===== src/rtl/spi_pkg.sv =====
// Shared SPI definitions: controller state encoding and mode constants,
// common to the master and the existing slave blocks.
package spi_pkg;

   typedef enum logic [2:0] {
      ST_IDLE  = 3'd0,
      ST_LEAD  = 3'd1,
      ST_SHIFT = 3'd2,
      ST_TRAIL = 3'd3,
      ST_DONE  = 3'd4
   } spi_state_e;

   localparam bit SPI_LSB_FIRST  = 1'b1;
   localparam bit SPI_MSB_FIRST  = 1'b0;
   localparam bit SPI_MODE0_CPOL = 1'b0;

endpackage


===== src/rtl/spi_sclk_gen.sv =====
// Serial clock divider: toggles sclk every CLK_DIV clk cycles while enabled and
// flags the clk edge on which sclk will rise or fall.
module spi_sclk_gen
   import spi_pkg::*;
#(
   parameter int CLK_DIV = 4
) (
   input  logic clk,
   input  logic rst,
   input  logic en,
   input  logic no_rise,
   output logic sclk,
   output logic tick,
   output logic rise,
   output logic fall
);

   localparam int DIV_W = (CLK_DIV > 1) ? $clog2(CLK_DIV) : 1;
   localparam logic [DIV_W-1:0] RELOAD = DIV_W'(CLK_DIV - 1);

   logic [DIV_W-1:0] div_cnt;

   // no_rise lets the half-period timer keep running with sclk parked low
   assign tick = en && (div_cnt == '0);
   assign rise = tick && !sclk && !no_rise;
   assign fall = tick && sclk;

   always_ff @(posedge clk) begin
      if (rst) begin
         div_cnt <= '0;
         sclk    <= SPI_MODE0_CPOL;
      end else if (!en) begin
         div_cnt <= RELOAD;
         sclk    <= SPI_MODE0_CPOL;
      end else if (tick) begin
         div_cnt <= RELOAD;
         if (rise || fall) sclk <= ~sclk;
      end else begin
         div_cnt <= div_cnt - DIV_W'(1);
      end
   end

endmodule


===== src/rtl/spi_daisy_master.sv =====
// Daisy-chain SPI master, mode 0: one FRAME_W-bit frame per start, shared
// chip select, returned data taken from the last device in the chain.
//
// state    | meaning
// ST_IDLE  | cs high, sclk low, waiting for start
// ST_LEAD  | cs low, one half-period before the first sclk rise
// ST_SHIFT | FRAME_W sclk periods: sample sdi on rise, next sdo on fall
// ST_TRAIL | cs low, sclk parked low for one half-period
// ST_DONE  | cs high, one-cycle done pulse, dout updated
module spi_daisy_master
   import spi_pkg::*;
#(
   parameter int DATA_W    = 8,
   parameter int N_DEV     = 2,
   parameter int CLK_DIV   = 4,
   parameter bit LSB_FIRST = SPI_LSB_FIRST,
   localparam int FRAME_W  = N_DEV * DATA_W
) (
   input  logic               clk,
   input  logic               rst,
   input  logic               start,
   input  logic [FRAME_W-1:0] din,
   input  logic               sdi,
   output logic               sdo,
   output logic               sclk,
   output logic               cs,
   output logic               busy,
   output logic               done,
   output logic [FRAME_W-1:0] dout
);

   localparam int CNT_W = $clog2(FRAME_W + 1);

   if (DATA_W < 1 || N_DEV < 1 || CLK_DIV < 1) begin : g_bad_param
      $error("spi_daisy_master: DATA_W, N_DEV and CLK_DIV must all be at least 1");
   end

   spi_state_e         state, state_nxt;
   logic [CNT_W-1:0]   bit_cnt;
   logic [FRAME_W-1:0] tx_sr, rx_sr;
   logic               sclk_en, no_rise, tick, rise, fall;

   spi_sclk_gen #(.CLK_DIV(CLK_DIV)) u_sclk_gen (
      .clk     (clk),
      .rst     (rst),
      .en      (sclk_en),
      .no_rise (no_rise),
      .sclk    (sclk),
      .tick    (tick),
      .rise    (rise),
      .fall    (fall)
   );

   always_ff @(posedge clk) begin
      if (rst) state <= ST_IDLE;
      else     state <= state_nxt;
   end

   always_comb begin
      state_nxt = state;
      sclk_en   = 1'b0;
      no_rise   = 1'b0;
      cs        = 1'b1;
      busy      = (state != ST_IDLE);
      done      = 1'b0;
      unique case (state)
         ST_IDLE: if (start) state_nxt = ST_LEAD;
         ST_LEAD: begin
            sclk_en = 1'b1;
            cs      = 1'b0;
            if (tick) state_nxt = ST_SHIFT;
         end
         ST_SHIFT: begin
            sclk_en = 1'b1;
            cs      = 1'b0;
            no_rise = (bit_cnt == '0);
            // leave after the low phase that follows the last falling edge
            if (tick && !sclk && bit_cnt == '0) state_nxt = ST_TRAIL;
         end
         ST_TRAIL: begin
            sclk_en = 1'b1;
            cs      = 1'b0;
            no_rise = 1'b1;
            if (tick) state_nxt = ST_DONE;
         end
         ST_DONE: begin
            done      = 1'b1;
            state_nxt = ST_IDLE;
         end
         default: state_nxt = ST_IDLE;
      endcase
   end

   always_ff @(posedge clk) begin
      if (rst) begin
         bit_cnt <= '0;
         tx_sr   <= '0;
         rx_sr   <= '0;
         sdo     <= 1'b0;
         dout    <= '0;
      end else begin
         if (state == ST_IDLE && start) begin
            bit_cnt <= CNT_W'(FRAME_W);
            rx_sr   <= '0;
            if (LSB_FIRST) begin
               tx_sr <= din >> 1;
               sdo   <= din[0];
            end else begin
               tx_sr <= din << 1;
               sdo   <= din[FRAME_W-1];
            end
         end
         if (rise) begin
            bit_cnt <= bit_cnt - CNT_W'(1);
            if (LSB_FIRST) rx_sr <= (rx_sr >> 1) | (FRAME_W'(sdi) << (FRAME_W - 1));
            else           rx_sr <= (rx_sr << 1) | FRAME_W'(sdi);
         end
         if (fall) begin
            if (LSB_FIRST) begin
               sdo   <= tx_sr[0];
               tx_sr <= tx_sr >> 1;
            end else begin
               sdo   <= tx_sr[FRAME_W-1];
               tx_sr <= tx_sr << 1;
            end
         end
         if (state == ST_TRAIL && tick) begin
            dout <= rx_sr;
            sdo  <= 1'b0;
         end
      end
   end

endmodule


===== config.mk =====
export PLATFORM = sky130hd
export DESIGN_NAME = spi_daisy_master
export DESIGN_NICKNAME = d
export VERILOG_FILES = /design/src/rtl/spi_pkg.sv /design/src/rtl/spi_sclk_gen.sv /design/src/rtl/spi_daisy_master.sv
export SDC_FILE = /design/constraint.sdc
export NUM_CORES = 1
export LEC_CHECK = 0
export ABC_AREA = 0
export ABC_CLOCK_PERIOD_IN_PS = 6400
export CAP_MARGIN = 20
export CORE_ASPECT_RATIO = 0.6
export CORE_UTILIZATION = 50
export DETAILED_ROUTE_END_ITERATION = 6
export PLACE_DENSITY = 0.76
export SYNTH_ARGS = -nofsm -noshare
export SYNTH_HDL_FRONTEND = slang
export SYNTH_HIERARCHICAL = 1
export SYNTH_SLANG_ARGS = --single-unit
export TNS_END_PERCENT = 20

===== constraint.sdc =====
create_clock -name clk -period 6.4 [get_ports clk]
set_clock_uncertainty 0.05 [all_clocks]
set_input_delay 1.28 -clock clk [delete_from_list [all_inputs] [get_ports clk]]
set_output_delay 1.28 -clock clk [all_outputs]
set_load 0.005 [all_outputs]

==> impl_results.rst <==
.. list-table::
   :header-rows: 1

   * - Metric
     - Value
   * - Final clock period utilization by the worst path
     - 47.5%
   * - Share of the synthesized netlist area taken by xor and xnor gates
     - 0.354%
   * - Total count of hold-check failures in the final report
     - 0
   * - Routed wire length
     - 5160 microns
   * - Required time at the endpoint of the critical path
     - 5070 ps
   * - Drc violations
     - 0
   * - FILL cells
     - 435
   * - Classification of the worst-slack hold path
     - register to register
   * - CTS Buffer Depth
     - 2
   * - Setup TNS Final
     - 0 ps
   * - Placer Congestion
     - 0.750
   * - Post-layout minimum cycle time
     - 3040 ps
   * - Compound-cell area share of the yosys netlist
     - 16.4%
   * - Global-route total usage across every layer
     - 21.5%
   * - Die width
     - 92.8 microns
   * - Synth unique cells
     - 32
   * - Share of async-settable or async-resettable flops after synthesis
     - 0%
   * - Number of antenna violations at the first check in global routing
     - 0
   * - Count of final max-slew check failures
     - 0
   * - Wire length of the first global-routing pass
     - 8650 microns
   * - Number of clock buffers inserted by TritonCTS
     - 9
   * - N_diodes
     - 0
   * - Mean instance size in the synthesized netlist
     - 8.21 sq um
   * - Row count
     - 19
   * - Endpoint arrival time on the critical path
     - 1710 ps
   * - First drt pass iteration count
     - 4
   * - Proportion of synthesized area in mux cells
     - 0.810%
   * - Seq/Total Area, Yosys
     - 47.8%
   * - CP Launch Type
     - register
   * - Vias
     - 2138
   * - Fmax achieved
     - 329 MHz
   * - Result of the run
     - finished, final reports clean
   * - Starting density of the core
     - 53.1%
   * - CTS tree
     - done
   * - Largest family of logic cells by synthesized area
     - simple AND/OR/NAND/NOR gates
   * - Die Outline Area
     - 0.00524 sq mm
   * - Residual antenna-violating net count after detailed routing
     - 0
   * - Placed wire-length estimate
     - 3030 microns
   * - Die height
     - 56.5 microns
   * - Critical path type
     - register to primary output
   * - Post-synth net total
     - 323
   * - Drt first-iter violations
     - 135
   * - Count of input and output buffers
     - 40
   * - Nets
     - 352
   * - CTS clk-pin slew, worst paths
     - 60 ps
   * - RSZ-0062 raised after global routing
     - false
   * - Worst-case vdd ir drop
     - 0.000233 V
   * - Hold-fix buffers at CTS
     - 0
   * - Crit-path max FO
     - 10
   * - Share of synthesized cell area in and, or, nand and nor gates
     - 27.8%
   * - Leakage power of the design
     - 1.09 nW
   * - Critical path endpoint category
     - primary output
   * - Worst slew margin relative to its limit
     - 29.6%
   * - Yosys warns
     - 6
   * - Total congestion overflow
     - 0
   * - Clock latency on the worst-skew pair
     - 340 ps
   * - Count of pins on the block boundary
     - 41
   * - Clock H-tree levels
     - 3
   * - Adder and majority cell fraction of the synthesized area
     - 1.01%
   * - Average routed wire per standard cell
     - 13.0 microns
   * - Netlist area before placement
     - 0.00247 sq mm
   * - PnR Total Power
     - 1.11 mW
   * - Power density over the cells
     - 356 mW/mm^2
   * - Tightest Pin Transition
     - 1060 ps
   * - Cell count after synthesis
     - 301
   * - Vias in the first global route
     - 1930
   * - Max Cap Viol
     - 0
   * - PostCTS Resize Cnt
     - 0
   * - Top FF cell, synth
     - dfxtp_1
   * - Root buffer cell
     - clkbuf_8
   * - Synthesis-to-finish area growth
     - 25.7%
   * - Layout cells sized above 1
     - 7.16%
   * - Post-CTS Repair Setup Buffers
     - 0
   * - Core region area
     - 0.00466 sq mm
   * - Total of flip-flops plus latches after synthesis
     - 59
   * - Vias per inst
     - 5.37
   * - Pin count of the biggest net entering global routing
     - 60
   * - TritonCTS Sinks
     - 59
   * - Count of endpoints failing setup in the final report
     - 0
   * - Number of flops mapped to enable cells by yosys
     - 0
==> synthesized netlist by cell type (all sizes together), types with 2 or more instances <==
cell / number / area (sq um)
nand2: 78 / 293
dfxtp: 59 / 1180
a21oi: 42 / 210
nor2: 20 / 75.1
a311oi: 18 / 158
clkbuf: 17 / 63.8
nand3b: 17 / 128
inv: 8 / 30.0
buf: 7 / 50.1
nand2b: 7 / 46.3
nor3: 3 / 15.0
nor3b: 3 / 22.5
and2: 2 / 12.5
ha: 2 / 25.0
mux2i: 2 / 20.0
nand3: 2 / 10.0
nor4b: 2 / 32.5
or3: 2 / 12.5
==> where the power goes <==
part | internal (mW) | switching, mW
Clock | 0.262 | 0.144
Sequential | 0.405 | 0.0349
Combinational | 0.117 | 0.144
==> through the flow <==
step / cell area (sq um) / instances / setup WS (ps) / hold WS (ps) / util [%]
2_1_floorplan: 2470 / 301 / 3950 / 360 / -
3_3_place_gp: 2850 / 381 / 2980 / 387 / 61.1
3_5_place_dp: 2850 / 381 / 2940 / 396 / 61.1
4_1_cts: 3090 / 397 / 3290 / 405 / 66.4
5_1_grt: 3110 / 398 / 3240 / 422 / 66.7
6_report: 3110 / 398 / 3360 / 403 / 66.7
==> layout by cell type (no fill, tap or decap), types with 2 or more instances in the layout <==
cell type | netlist | routed
a21oi_1 | 42 | 42
a311oi_1 | 18 | 18
and2_1 | 2 | 2
bufinv_16 | 0 | 2
clkbuf_8 | 0 | 13
clkdlybuf4s50_1 | 0 | 39
dfxtp_1 | 59 | 59
ha_1 | 2 | 2
inv_1 | 8 | 8
mux2i_1 | 2 | 2
nand2_1 | 78 | 78
nand2b_1 | 6 | 6
nand3_1 | 2 | 2
nand3b_1 | 17 | 17
nor2_1 | 20 | 20
nor3_1 | 3 | 3
nor3b_1 | 3 | 3
or3_1 | 2 | 2
==> worst max-delay path, stage by stage, from the launching register on <==
cell and delay (ps):
dfxtp_1 420, o21bai_1 380, clkdlybuf4s50_1 570
==> logic make-up (layout without fill, tap and decap cells) <==
family / count (synthesis) / count (layout)
AO/OA/AOI/OAI: 64 / 64
multiplexers: 2 / 2
XOR/XNOR: 1 / 1
AND/OR/NAND/NOR: 141 / 141
buffers and inverters: 32 / 66
adder cells (fa/ha/maj): 2 / 2
flip-flops: 59 / 59
==> per-layer routing <==
| metal | vias to the layer above | GRT usage (%) | share of wire [%] |
|---|---|---|---|
| met2 | 52 | 33.3 | 43 |
| met5 | - | 0 | 0 |
| li1 | 1088 | - | - |
| met1 | 990 | 27.3 | 50 |
| met3 | 8 | 8.13 | 5.4 |
| met4 | 0 | 7.91 | 1.4 |
==> flip-flops by register name, summed over array words and instances, names as in the netlist <==
register            flops
sdo                     1
rx_sr                  16
u_sclk_gen/div_cnt      2
tx_sr                  15
state                   3
bit_cnt                 5
dout                   16
u_sclk_gen/sclk         1
==> cell type report <==
cell class	instances	area, sq um	share of cell area [%]
clock buffers	13	179	5.76
repair buffers	42	418	13.4
well taps	63	78.8	2.54
clock inverters	3	67.6	2.17
inverters	8	30.0	0.966
multi-input cells	210	1150	37.1
flip-flops and latches	59	1180	38.0
==> worst paths after layout <==
path / from / end / slack [ps] / cells after the start
worst min-delay path: dout[2]$_SDFFE_PP0P_ / dout[2]$_SDFFE_PP0P_ / 400 / 2
worst max register to register: bit_cnt[0]$_SDFFE_PP0P_ / bit_cnt[3]$_SDFFE_PP0P_ / 3780 / 9
worst max-delay path: state[0]$_SDFFE_PP0P_ / cs / 3360 / 2
worst min register to register: dout[2]$_SDFFE_PP0P_ / dout[2]$_SDFFE_PP0P_ / 400 / 2
No activity file was read; power rests on OpenSTA's default activity.
